--- src/rtl/countdown_scheduler_if.sv ---
// rtl/countdown_scheduler_if.sv - requester/scheduler signal bundle for the shared countdown timer
interface countdown_scheduler_if #(
  parameter int WIDTH = 8
) ();
  logic             req0;
  logic             req1;
  logic [WIDTH-1:0] len0;
  logic [WIDTH-1:0] len1;
  logic             gnt0;
  logic             gnt1;
  logic             done0;
  logic             done1;
  logic             busy;
  logic [WIDTH-1:0] cnt;

  modport master (
    output req0, req1, len0, len1,
    input  gnt0, gnt1, done0, done1, busy, cnt
  );

  modport slave (
    input  req0, req1, len0, len1,
    output gnt0, gnt1, done0, done1, busy, cnt
  );
endinterface

--- src/rtl/countdown_scheduler.sv ---
// rtl/countdown_scheduler.sv - round-robin arbiter sharing one down-counter between two requesters
module countdown_scheduler #(
  parameter int WIDTH = 8
) (
  input  logic                  clk,
  input  logic                  rst_n,
  countdown_scheduler_if.slave  bus
);

  typedef enum logic [1:0] {
    IDLE  = 2'd0,
    LOAD  = 2'd1,
    COUNT = 2'd2,
    DONE  = 2'd3
  } state_t;

  state_t           state, state_n;
  logic [WIDTH-1:0] cnt, cnt_n;
  logic             gnt0, gnt0_n;
  logic             gnt1, gnt1_n;
  logic             done0, done0_n;
  logic             done1, done1_n;
  logic             sel, sel_n;    // index of the requester currently being served
  logic             last, last_n;  // index of the requester served most recently
  logic             greq;          // request line of the granted requester
  logic [WIDTH-1:0] glen;          // length of the granted requester

  assign greq = sel ? bus.req1 : bus.req0;
  assign glen = sel ? bus.len1 : bus.len0;

  // State and registered outputs; reset makes requester 1 "last served" so requester 0 wins first
  always_ff @(posedge clk or negedge rst_n) begin
    if (!rst_n) begin
      state <= IDLE;
      cnt   <= '0;
      gnt0  <= 1'b0;
      gnt1  <= 1'b0;
      done0 <= 1'b0;
      done1 <= 1'b0;
      sel   <= 1'b0;
      last  <= 1'b1;
    end else begin
      state <= state_n;
      cnt   <= cnt_n;
      gnt0  <= gnt0_n;
      gnt1  <= gnt1_n;
      done0 <= done0_n;
      done1 <= done1_n;
      sel   <= sel_n;
      last  <= last_n;
    end
  end

  // Next-state logic: arbitrate in IDLE, load, count down, pulse done; abort if the grant holder lets go
  always_comb begin
    state_n = state;
    cnt_n   = cnt;
    gnt0_n  = gnt0;
    gnt1_n  = gnt1;
    done0_n = 1'b0;
    done1_n = 1'b0;
    sel_n   = sel;
    last_n  = last;

    unique case (state)
      IDLE: begin
        if (bus.req0 || bus.req1) begin
          // Contention goes to whoever was not served last; a lone request simply wins
          sel_n   = (bus.req0 && bus.req1) ? ~last : bus.req1;
          gnt0_n  = ~sel_n;
          gnt1_n  = sel_n;
          state_n = LOAD;
        end
      end

      LOAD: begin
        if (!greq) begin
          state_n = IDLE;
          gnt0_n  = 1'b0;
          gnt1_n  = 1'b0;
          cnt_n   = '0;
          last_n  = sel;
        end else begin
          cnt_n = glen;
          if (glen == '0) begin
            state_n = DONE;
            done0_n = ~sel;
            done1_n = sel;
          end else begin
            state_n = COUNT;
          end
        end
      end

      COUNT: begin
        if (!greq) begin
          state_n = IDLE;
          gnt0_n  = 1'b0;
          gnt1_n  = 1'b0;
          cnt_n   = '0;
          last_n  = sel;
        end else if (cnt <= WIDTH'(1)) begin
          // Final decrement lands on zero as DONE is entered; a zero count never wraps
          cnt_n   = '0;
          state_n = DONE;
          done0_n = ~sel;
          done1_n = sel;
        end else begin
          cnt_n = cnt - WIDTH'(1);
        end
      end

      DONE: begin
        state_n = IDLE;
        gnt0_n  = 1'b0;
        gnt1_n  = 1'b0;
        cnt_n   = '0;
        last_n  = sel;
      end

      default: begin
        state_n = IDLE;
        gnt0_n  = 1'b0;
        gnt1_n  = 1'b0;
        cnt_n   = '0;
      end
    endcase
  end

  assign bus.gnt0  = gnt0;
  assign bus.gnt1  = gnt1;
  assign bus.done0 = done0;
  assign bus.done1 = done1;
  assign bus.busy  = (state != IDLE);
  assign bus.cnt   = cnt;

endmodule

--- src/flat_wrapper.sv ---
// flat-port wrapper written by rule: the top's interface ports become plain ports
module countdown_scheduler_flat 
#(
  parameter int WIDTH = 8
)
  (clk, rst_n, bus_req0, bus_req1, bus_len0, bus_len1, bus_gnt0, bus_gnt1, bus_done0, bus_done1, bus_busy, bus_cnt);
  countdown_scheduler_if #(.WIDTH(WIDTH)) bus_i ();
  input  logic clk;
  input  logic rst_n;
  input wire logic [$bits(bus_i.req0)-1:0] bus_req0;
  input wire logic [$bits(bus_i.req1)-1:0] bus_req1;
  input wire logic [$bits(bus_i.len0)-1:0] bus_len0;
  input wire logic [$bits(bus_i.len1)-1:0] bus_len1;
  output wire logic [$bits(bus_i.gnt0)-1:0] bus_gnt0;
  output wire logic [$bits(bus_i.gnt1)-1:0] bus_gnt1;
  output wire logic [$bits(bus_i.done0)-1:0] bus_done0;
  output wire logic [$bits(bus_i.done1)-1:0] bus_done1;
  output wire logic [$bits(bus_i.busy)-1:0] bus_busy;
  output wire logic [$bits(bus_i.cnt)-1:0] bus_cnt;
  assign bus_i.req0 = bus_req0;
  assign bus_i.req1 = bus_req1;
  assign bus_i.len0 = bus_len0;
  assign bus_i.len1 = bus_len1;
  assign bus_gnt0 = bus_i.gnt0;
  assign bus_gnt1 = bus_i.gnt1;
  assign bus_done0 = bus_i.done0;
  assign bus_done1 = bus_i.done1;
  assign bus_busy = bus_i.busy;
  assign bus_cnt = bus_i.cnt;
  countdown_scheduler #(.WIDTH(WIDTH)) u_core (.clk(clk), .rst_n(rst_n), .bus(bus_i));
endmodule
--- config.mk ---
export PLATFORM = sky130hd
export DESIGN_NAME = countdown_scheduler_flat
export DESIGN_NICKNAME = d
export VERILOG_FILES = /design/src/rtl/countdown_scheduler_if.sv /design/src/rtl/countdown_scheduler.sv /design/src/flat_wrapper.sv
export SDC_FILE = /design/constraint.sdc
export NUM_CORES = 1
export LEC_CHECK = 0
export CORE_ASPECT_RATIO = 0.75
export CORE_UTILIZATION = 45
export DETAILED_ROUTE_END_ITERATION = 8
export GPL_TIMING_DRIVEN = 0
export PLACE_DENSITY = 0.76
export SLEW_MARGIN = 15
export SYNTH_ARGS = -nofsm -noshare
export SYNTH_HDL_FRONTEND = slang
export SYNTH_SLANG_ARGS = --single-unit
export TNS_END_PERCENT = 10
--- constraint.sdc ---
create_clock -name clk -period 3.4 [get_ports clk]
set_input_delay 0.51 -clock clk [delete_from_list [all_inputs] [get_ports clk]]
set_output_delay 0.51 -clock clk [all_outputs]
set_load 0.05 [all_outputs]
Word level (Yosys, flattened, before mapping)
Index checks and enable logic that the tools add are counted.
Word-level totals
  register bits after elaboration: 16
  bits of input ports: 20
  output and inout bits: 13
  logic and storage cells: 61
Cells by class
  $add $sub $neg: 1
  order comparisons: 1
  equality and inequality tests: 6
  mux-type cells: 30
  bitwise gates (word level): 3
  reductions and logical operators: 12
Operators with widths (number)
  $mux 8: 4
  $pmux 8 s3: 1
  $mux 1: 15
  $le 8x1->1 const B: 1
  $logic_not 8->1: 1
  $mux 2: 4
  $pmux 2 s4: 1
  $reduce_and 2->1: 4
  $sub 8x1->8 const B: 1
  $pmux 1 s2: 3
  $pmux 1 s3: 2
  $eq 2x2->1 const B: 2
  $reduce_bool 2->1: 2
  $ne 3x3->1 const B: 1
  $not 1->1: 3
  $reduce_bool 3->1: 1
  $eq 2x1->1 const B: 1
  $logic_not 2->1: 1
  $ne 2x1->1 const B: 1
  $ne 2x2->1 const B: 1
  $reduce_or 2->1: 1
  $logic_and 1x1->1: 1
  $logic_or 1x1->1: 1

Longest topological paths before layout
Gate-level depths: netlist (run 1).
  depth after elaboration: 5
  depth in mapped cells: 7
  depth with buffers taken out: 6

Least setup slack after synthesis (run 1)
Ideal clock, no wire load.
  path type: register -> register
  start: reg u_core.cnt[0] (netlist: u_core.bus.cnt[0])
  end: reg u_core.cnt[0] (netlist: u_core.bus.cnt[0])
  library setup time: 80 ps
  data arrival time: 2079 ps
  required time: 3320 ps
  setup slack: 1241 ps
  cell stages (with the launch flop): 8
  buffers on the path: 1
  cell sequence: dfrtp_1 inv_1 ha_1 or2_2 and3_1 buf_2 o32a_1 mux2i_1
On the way
  longest elaborated chain between the ends: 4
  elaborated cells on any way between the ends: 5
  classes of those cells: 1 x add/sub; 1 x order compare; 3 x mux
RTL lines
  start, declared: line countdown_scheduler.sv:18  | logic [WIDTH-1:0] cnt, cnt_n;
  start signal, assigned: line countdown_scheduler.sv:44  | cnt <= cnt_n;
  $sub 8x1->8 or $le 8x1->1 (tied branches): line countdown_scheduler.sv:109, countdown_scheduler.sv:102
  $mux 8 (*): line countdown_scheduler.sv:102  | end else if (cnt <= WIDTH'(1)) begin
  $mux 8 (*): line countdown_scheduler.sv:96  | if (!greq) begin
  $pmux 8 s3 (*): line countdown_scheduler.sv:65  | unique case (state)
Every way passes the cells marked *; elsewhere a longest branch is shown, timed or not.
A chain may end at the register's enable or synchronous reset.

Worst setup path in the final report (run 1)
  start: reg u_core.state[0]
  end: out bus_busy
On the way
  longest elaborated chain between the ends: 1
RTL lines
  start, declared: line countdown_scheduler.sv:17  | state_t state, state_n;
  start signal, assigned: line countdown_scheduler.sv:43  | state <= state_n;
  $reduce_bool 2->1: line countdown_scheduler.sv:134  | assign bus.busy = (state != IDLE);
  end, declared: line flat_wrapper.sv:18  | output wire logic [$bits(bus_i.busy)-1:0] bus_busy;
No other way between the ends.

==> flow_summary.rst, run 1 <==
.. list-table::
   :header-rows: 1

   * - Metric
     - Value
   * - Run status
     - finished clean
   * - Reported max-cap violation count
     - 0
   * - Sequential group share of total power
     - 24.3%
   * - Initial antenna violation count
     - 0
   * - Number of buffers created by CTS
     - 3
   * - Worst Clk Skew
     - 0.667 ps
   * - Root Buffer
     - sky130_fd_sc_hd__clkbuf_4
   * - Register bit total from synthesis
     - 16
   * - Register clock-pin slew on the reported worst setup and hold paths
     - 100 ps
   * - Library cells used by synthesis
     - 42
   * - Overall die area
     - 2800 sq um
   * - Average routed wire per standard cell
     - 16.1 um
   * - Clock latency at the later pin of the worst-skew pair
     - 300 ps
   * - Maximum clock insertion buffer count
     - 2
   * - Reg-to-Reg End
     - u_core.bus.cnt[6]
   * - Logic pwr share
     - 67.3%
   * - Data required time of the worst path
     - 2890 ps
   * - Cell area after technology mapping
     - 1170 sq um
   * - Worst setup path class
     - register to output pin
   * - Highest attainable clock frequency
     - 401 MHz
   * - Final Cycle Share
     - 73.3%
   * - Number of buffer cells added on primary ports
     - 32
   * - Final Net Count
     - 187
   * - Post-placement cell area
     - 1530 sq um
   * - Length of the first detailed-routing pass in iterations
     - 4
   * - Cell depth of the worst flop-to-flop path
     - 6
   * - Hold Crit Start
     - u_core.bus.gnt0
   * - Pin slew with the least headroom to its limit
     - 780 ps
   * - Cells resized by post-CTS repair
     - 0
   * - Endpoint class of the critical path
     - output pin
   * - Final sum of negative setup slack
     - 0 ps
   * - Hold_buf cts
     - 0
   * - Post-synth top area cell
     - sky130_fd_sc_hd__dfrtp_1
   * - Maximum level of the CTS H-tree
     - 1
   * - Remaining global-route overflow
     - 0
   * - Leading cell type by number of instances after synthesis
     - sky130_fd_sc_hd__dfrtp_1
   * - HPWL Detailed
     - 2390 um
   * - Yosys top cell area share
     - 32.2%
   * - Pwr dens
     - 857 nW/um^2
   * - Count of clock tree sinks
     - 16
   * - Total routing resource utilization after global routing
     - 24.6%
   * - Switching Power
     - 0.667 mW
   * - Clock tree from TritonCTS
     - done
   * - Number of synthesized flops with an enable pin
     - 0
   * - Cell depth of the worst min-delay path
     - 1
   * - Fraction of power consumed by the clock network
     - 8.4%
   * - Endpoint of the worst hold-timing path
     - u_core.bus.gnt0
   * - Iteration-0 DRC count of the detailed router
     - 70
   * - First-pass GRT wire length
     - 4950 um
   * - Remaining routing DRC violations
     - 0
   * - Top Ports
     - 33
   * - Share of post-route cells with drive strength above 1
     - 8.18%
   * - Most area-consuming cells after synthesis
     - sky130_fd_sc_hd__dfrtp_1 (32%), sky130_fd_sc_hd__mux2i_1 (10%), sky130_fd_sc_hd__ha_1 (7.5%)
   * - Area added between synthesis and finish
     - 33.4%
   * - Area of the placeable core
     - 2360 sq um
   * - Shortest period the worst path allows
     - 2490 ps
   * - Part of the Yosys area used for sequential elements
     - 34.4%
   * - Fraction of registers with async set or reset after synthesis
     - 100%
   * - Effective utilization at floorplan
     - 49.3%
   * - Synth Flop Type
     - sky130_fd_sc_hd__dfrtp_1
   * - RSZ-0062 raised after global routing
     - false
   * - Net count of the mapped netlist
     - 150
   * - Class of the most critical hold timing path
     - register to register
   * - Startpoint of the worst-slack reg-to-reg timing path
     - u_core.state[0]
   * - Internal Dissipation
     - 0.666 mW
   * - Via density
     - 5.98
   * - Count of buffers added by post-CTS timing repair for setup
     - 0
   * - Power consumption
     - 1.33 mW
   * - Post-Synthesis Cells
     - 123
   * - Ys Warns
     - 0
   * - Count of antenna diodes in the layout
     - 0
   * - Post-detailed-route count of antenna-violating nets
     - 0
   * - Post-synthesis area per instance
     - 9.48 sq um
   * - Routability cong.
     - 0.830
   * - Pin count of the biggest net entering global routing
     - 17
   * - Detailed-route via count
     - 1,155
   * - Peak supply drop
     - 0.000618 V
   * - Final setup violating endpoints
     - 0
   * - Horizontal extent of the die
     - 60.8 um
   * - Startpoint types
     - register
   * - Post-Route WL
     - 3110 um
   * - Std-Cell Rows
     - 15
   * - Die span in y
     - 46.1 um
   * - Crit path arrival time
     - 1980 ps
   * - Design Area, Final
     - 1560 sq um
   * - Worst hold slack
     - 518 ps
   * - Static leakage power
     - 0.669 nW
   * - Peak fanout along the critical path
     - 6
   * - Slew headroom
     - 47.8%
   * - Net switching share of the total power
     - 50.1%
   * - Synth cell count leaders
     - sky130_fd_sc_hd__dfrtp_1 (15), sky130_fd_sc_hd__mux2i_1 (12), sky130_fd_sc_hd__nor2_1 (10), sky130_fd_sc_hd__ha_1 (7), sky130_fd_sc_hd__nor3_1 (7)
   * - Reg-to-reg setup timing slack
     - 1310 ps
   * - Hold violation count in the final report
     - 0
   * - Fin. max-slew vios
     - 0
   * - Via count of the first global-routing pass
     - 1,089
==> registers in the layout, summed over array words and instances (netlist names) <==
register / flops
u_core.bus.done1: 1
u_core.sel: 1
u_core.bus.cnt: 8
u_core.bus.gnt1: 1
u_core.bus.gnt0: 1
u_core.last: 1
u_core.bus.done0: 1
u_core.state: 2
==> layout make-up <==
class / instances / area, sq um
Tap cell: 34 / 42.5
Buffer: 6 / 32.5
Sequential cell: 16 / 402
Timing Repair Buffer: 32 / 320
Fill cell: 221 / 810
Inverter: 7 / 26.3
Multi-Input combinational cell: 94 / 706
Clock buffer: 4 / 26.3
==> through the flow <==
step                      instances  util (%)  setup WS (ps)
final                           193      65.8            908
after global routing            193      65.8            836
after CTS                       193      65.8            901
after detailed placement        189      64.7           1140
after global placement          189      64.7           1180
after floorplan                 123         -           1240
==> cells by family (layout without fill, tap and decap cells) <==
| logic type | Yosys count | count (layout) | share of synthesized area (%) |
|---|---|---|---|
| AND/OR/NAND/NOR | 44 | 44 | 21.1 |
| buffers and inverters | 13 | 49 | 5.04 |
| flip-flops | 16 | 16 | 34.4 |
| multiplexers | 15 | 15 | 13.2 |
| adder cells (fa/ha/maj) | 7 | 7 | 7.51 |
| AO/OA/AOI/OAI | 28 | 28 | 18.7 |
==> layout by cell type (no fill, tap or decap), types with 4 or more instances in the layout <==
master / n
sky130_fd_sc_hd__clkdlybuf4s50_1: 32
sky130_fd_sc_hd__dfrtp_1: 15
sky130_fd_sc_hd__mux2i_1: 12
sky130_fd_sc_hd__nor2_1: 10
sky130_fd_sc_hd__nor3_1: 7
sky130_fd_sc_hd__ha_1: 7
sky130_fd_sc_hd__inv_1: 6
sky130_fd_sc_hd__nand2_1: 5
sky130_fd_sc_hd__o21ai_0: 5
sky130_fd_sc_hd__clkbuf_1: 4
==> worst max path at each step <==
| stage | start | end | slack (ps) | depth (start not counted) |
|---|---|---|---|---|
| floorplan | u_core.bus.cnt[0] | u_core.bus.cnt[0] | 1240 | 7 |
| global placement | bus_req0 | u_core.bus.cnt[2] | 1180 | 6 |
| detailed placement | bus_req0 | u_core.bus.cnt[4] | 1140 | 6 |
| CTS | u_core.state[0] | bus_busy | 900 | 4 |
| global route | u_core.state[0] | bus_busy | 840 | 4 |
| finish | u_core.state[0] | bus_busy | 910 | 4 |
==> routing by layer <==
layer,GRT usage (%),vias to the layer above,wire (um)
met5,0,-,0
met4,4.55,0,24
met3,7.30,5,249
met2,36.7,60,1390
met1,35.4,544,1450
li1,-,546,-
==> critical path: stages (launching register included) <==
cell and delay (ps):
sky130_fd_sc_hd__dfrtp_1 410, sky130_fd_sc_hd__inv_1 100, sky130_fd_sc_hd__ha_1 280, sky130_fd_sc_hd__inv_1 90
sky130_fd_sc_hd__clkdlybuf4s50_1 790
==> power by group through the flow <==
| stage | Sequential, mW | Combinational, mW | Clock (mW) |
|---|---|---|---|
| 6_report | 0.324 | 0.897 | 0.112 |
| 5_1_grt | 0.334 | 0.961 | 0.123 |
| 4_1_cts | 0.323 | 0.893 | 0.114 |
| 3_5_place_dp | 0.326 | 0.889 | 0 |
| 3_3_place_gp | 0.322 | 0.869 | 0 |
| 2_1_floorplan | 0.461 | 0.496 | 0 |
No activity file was read; power rests on OpenSTA's default activity.
==> run 2, diff against run 1 <==
Settings changed: CORE_UTILIZATION 45 to 43.
Clock period 3.4 ns to 2.2 ns, I/O delays scaled along.
==> flow_summary.rst, run 2 (synthesis results as in run 1) <==
.. list-table::
   :header-rows: 1

   * - Metric
     - Value
   * - Final Cycle Share
     - 95.9%
   * - Worst hold slack
     - 466 ps
   * - Post-Route WL
     - 3110 um
   * - Register clock-pin slew on the reported worst setup and hold paths
     - 100 ps
   * - Static leakage power
     - 0.670 nW
   * - Slew headroom
     - 49.6%
   * - Reported max-cap violation count
     - 0
   * - Crit-path cells
     - inv_1 > ha_1 > or4b_1 > o31ai_1 > a21oi_1 > or3_1
   * - Reg-to-Reg End
     - u_core.bus.cnt[6]
   * - Endpoint class of the critical path
     - register
   * - Filler cells
     - 219
   * - Worst path bufs/invs
     - 1
   * - Std-Cell Rows
     - 15
   * - Startpoint types
     - register
   * - Maximum clock insertion buffer count
     - 2
   * - Crit path arrival time
     - 2300 ps
   * - Flip-flop count of the largest register after layout
     - 8
   * - Data required time of the worst path
     - 2390 ps
   * - Run status
     - finished clean
   * - Final Net Count
     - 187
   * - Crit path largest cell delay
     - 530 ps
   * - Register containing the most flip-flops in the final layout
     - u_core.bus.cnt
   * - Area of the placeable core
     - 2420 sq um
   * - Internal Dissipation
     - 1.02 mW
   * - Cells resized by post-CTS repair
     - 1
   * - Remaining global-route overflow
     - 0
   * - Worst Clk Skew
     - 4.18 ps
   * - Count of clock tree sinks
     - 16
   * - Via density
     - 5.83
   * - Worst setup path class
     - register to register
   * - Fin. max-slew vios
     - 0
   * - Slowest cell on crit path
     - sky130_fd_sc_hd__or4b_1
   * - Top flop regs
     - u_core.bus.cnt x8, u_core.state x2
   * - Length of the first detailed-routing pass in iterations
     - 4
   * - Post-detailed-route count of antenna-violating nets
     - 0
   * - Logic pwr share
     - 67.1%
   * - Commonest non-fill, non-tap cell in the layout
     - sky130_fd_sc_hd__clkdlybuf4s50_1
   * - First-pass GRT wire length
     - 4920 um
   * - Pin count of the biggest net entering global routing
     - 17
   * - Maximum level of the CTS H-tree
     - 1
   * - Initial antenna violation count
     - 0
   * - Via count of the first global-routing pass
     - 1,081
   * - HPWL Detailed
     - 2420 um
   * - Die span in y
     - 47.1 um
   * - Count of buffers added by post-CTS timing repair for setup
     - 0
   * - Count of antenna diodes in the layout
     - 0
   * - Switching Power
     - 1.03 mW
   * - Horizontal extent of the die
     - 62.1 um
   * - Highest attainable clock frequency
     - 474 MHz
   * - Hold violation count in the final report
     - 0
   * - Remaining routing DRC violations
     - 0
   * - Pin slew with the least headroom to its limit
     - 753 ps
   * - Hold_buf cts
     - 0
   * - Net switching share of the total power
     - 50.3%
   * - Power consumption
     - 2.05 mW
   * - Fraction of power consumed by the clock network
     - 8.5%
   * - Iteration-0 DRC count of the detailed router
     - 53
   * - Clock tree from TritonCTS
     - done
   * - Peak fanout along the critical path
     - 7
   * - Cell depth of the worst flop-to-flop path
     - 6
   * - Root Buffer
     - sky130_fd_sc_hd__clkbuf_4
   * - Routability cong.
     - 0.897
   * - Class of the most critical hold timing path
     - input port to async pin
   * - Kind of cell adding the most delay to the critical path
     - simple AND/OR/NAND/NOR gates
   * - Clock latency at the later pin of the worst-skew pair
     - 300 ps
   * - Final design utilization
     - 64.2%
   * - Overall die area
     - 2930 sq um
   * - Final setup violating endpoints
     - 0
   * - Top Ports
     - 33
   * - RSZ-0062 raised after global routing
     - false
   * - Area added between synthesis and finish
     - 33.3%
   * - Total routing resource utilization after global routing
     - 22.8%
   * - Shortest period the worst path allows
     - 2110 ps
   * - Detailed-route via count
     - 1,125
   * - Reg-to-reg setup timing slack
     - 90 ps
   * - Average routed wire per standard cell
     - 16.1 um
   * - Effective utilization at floorplan
     - 48.2%
   * - Number of buffer cells added on primary ports
     - 32
   * - Leading cell types in the layout, fill and taps excluded
     - sky130_fd_sc_hd__clkdlybuf4s50_1 (31), sky130_fd_sc_hd__dfrtp_1 (15), sky130_fd_sc_hd__mux2i_1 (12)
   * - Final sum of negative setup slack
     - 0 ps
   * - Peak supply drop
     - 0.000701 V
   * - Sequential group share of total power
     - 24.4%
   * - Number of buffers created by CTS
     - 3
   * - Pwr dens
     - 1320 nW/um^2
   * - Share of post-route cells with drive strength above 1
     - 8.18%
   * - Startpoint of the worst-slack reg-to-reg timing path
     - u_core.state[0]
## run 2: cell types whose count changed in the layout (fill, tap and decap cells not counted)
cell / before / now
sky130_fd_sc_hd__dlygate4sd2_1: 0 / 1
sky130_fd_sc_hd__clkdlybuf4s50_1: 32 / 31
## run 2: worst reg2reg max path, stage by stage, from the launching register on
cell and delay (ps):
sky130_fd_sc_hd__dfrtp_1 420, sky130_fd_sc_hd__inv_1 110, sky130_fd_sc_hd__ha_1 310, sky130_fd_sc_hd__or4b_1 530, sky130_fd_sc_hd__o31ai_1 210, sky130_fd_sc_hd__a21oi_1 60, sky130_fd_sc_hd__or3_1 360
## run 2: through the flow
step	instances	setup WS, ps	cell area (sq um)
floorplan	123	40.7	1170
finish	193	89.9	1550
CTS	193	108	1550
detailed placement	189	120	1530
global route	193	30.8	1550
global placement	189	159	1530
## run 2: per-layer routing
metal	global-route usage [%]	share of wire, %
met5	0	0
met4	6.51	0.93
met3	6.07	7.6
met2	42.4	46
met1	27.3	46
## run 2: how the worst max path moves through the flow
| stage | end | startpoint | slack [ps] | depth (start not counted) |
|---|---|---|---|---|
| 6_report | u_core.bus.cnt[6] | u_core.state[0] | 90 | 6 |
| 5_1_grt | u_core.bus.cnt[6] | u_core.state[0] | 30 | 6 |
| 4_1_cts | u_core.bus.cnt[6] | u_core.state[0] | 110 | 6 |
| 3_5_place_dp | u_core.bus.cnt[6] | u_core.state[0] | 120 | 6 |
| 3_3_place_gp | u_core.bus.cnt[6] | u_core.state[0] | 160 | 6 |
| 2_1_floorplan | u_core.bus.cnt[0] | u_core.bus.cnt[0] | 40 | 7 |
## run 2: area by class of cell
class                   count  area, sq um  share of cell area (%)
multi-input cells          94          706                    45.4
repair buffers             32          319                    20.5
inverters                   7         26.3                    1.69
plain buffers               6         32.5                    2.09
well taps                  34         42.5                    2.74
flip-flops and latches     16          402                    25.8
clock buffers               4         26.3                    1.69
## run 2: power by group through the flow
stage	clock network (mW)	logic [mW]	registers (mW)
floorplan	0	0.767	0.713
global placement	0	1.34	0.497
detailed placement	0	1.37	0.503
CTS	0.177	1.37	0.497
global route	0.193	1.48	0.516
finish	0.174	1.38	0.501
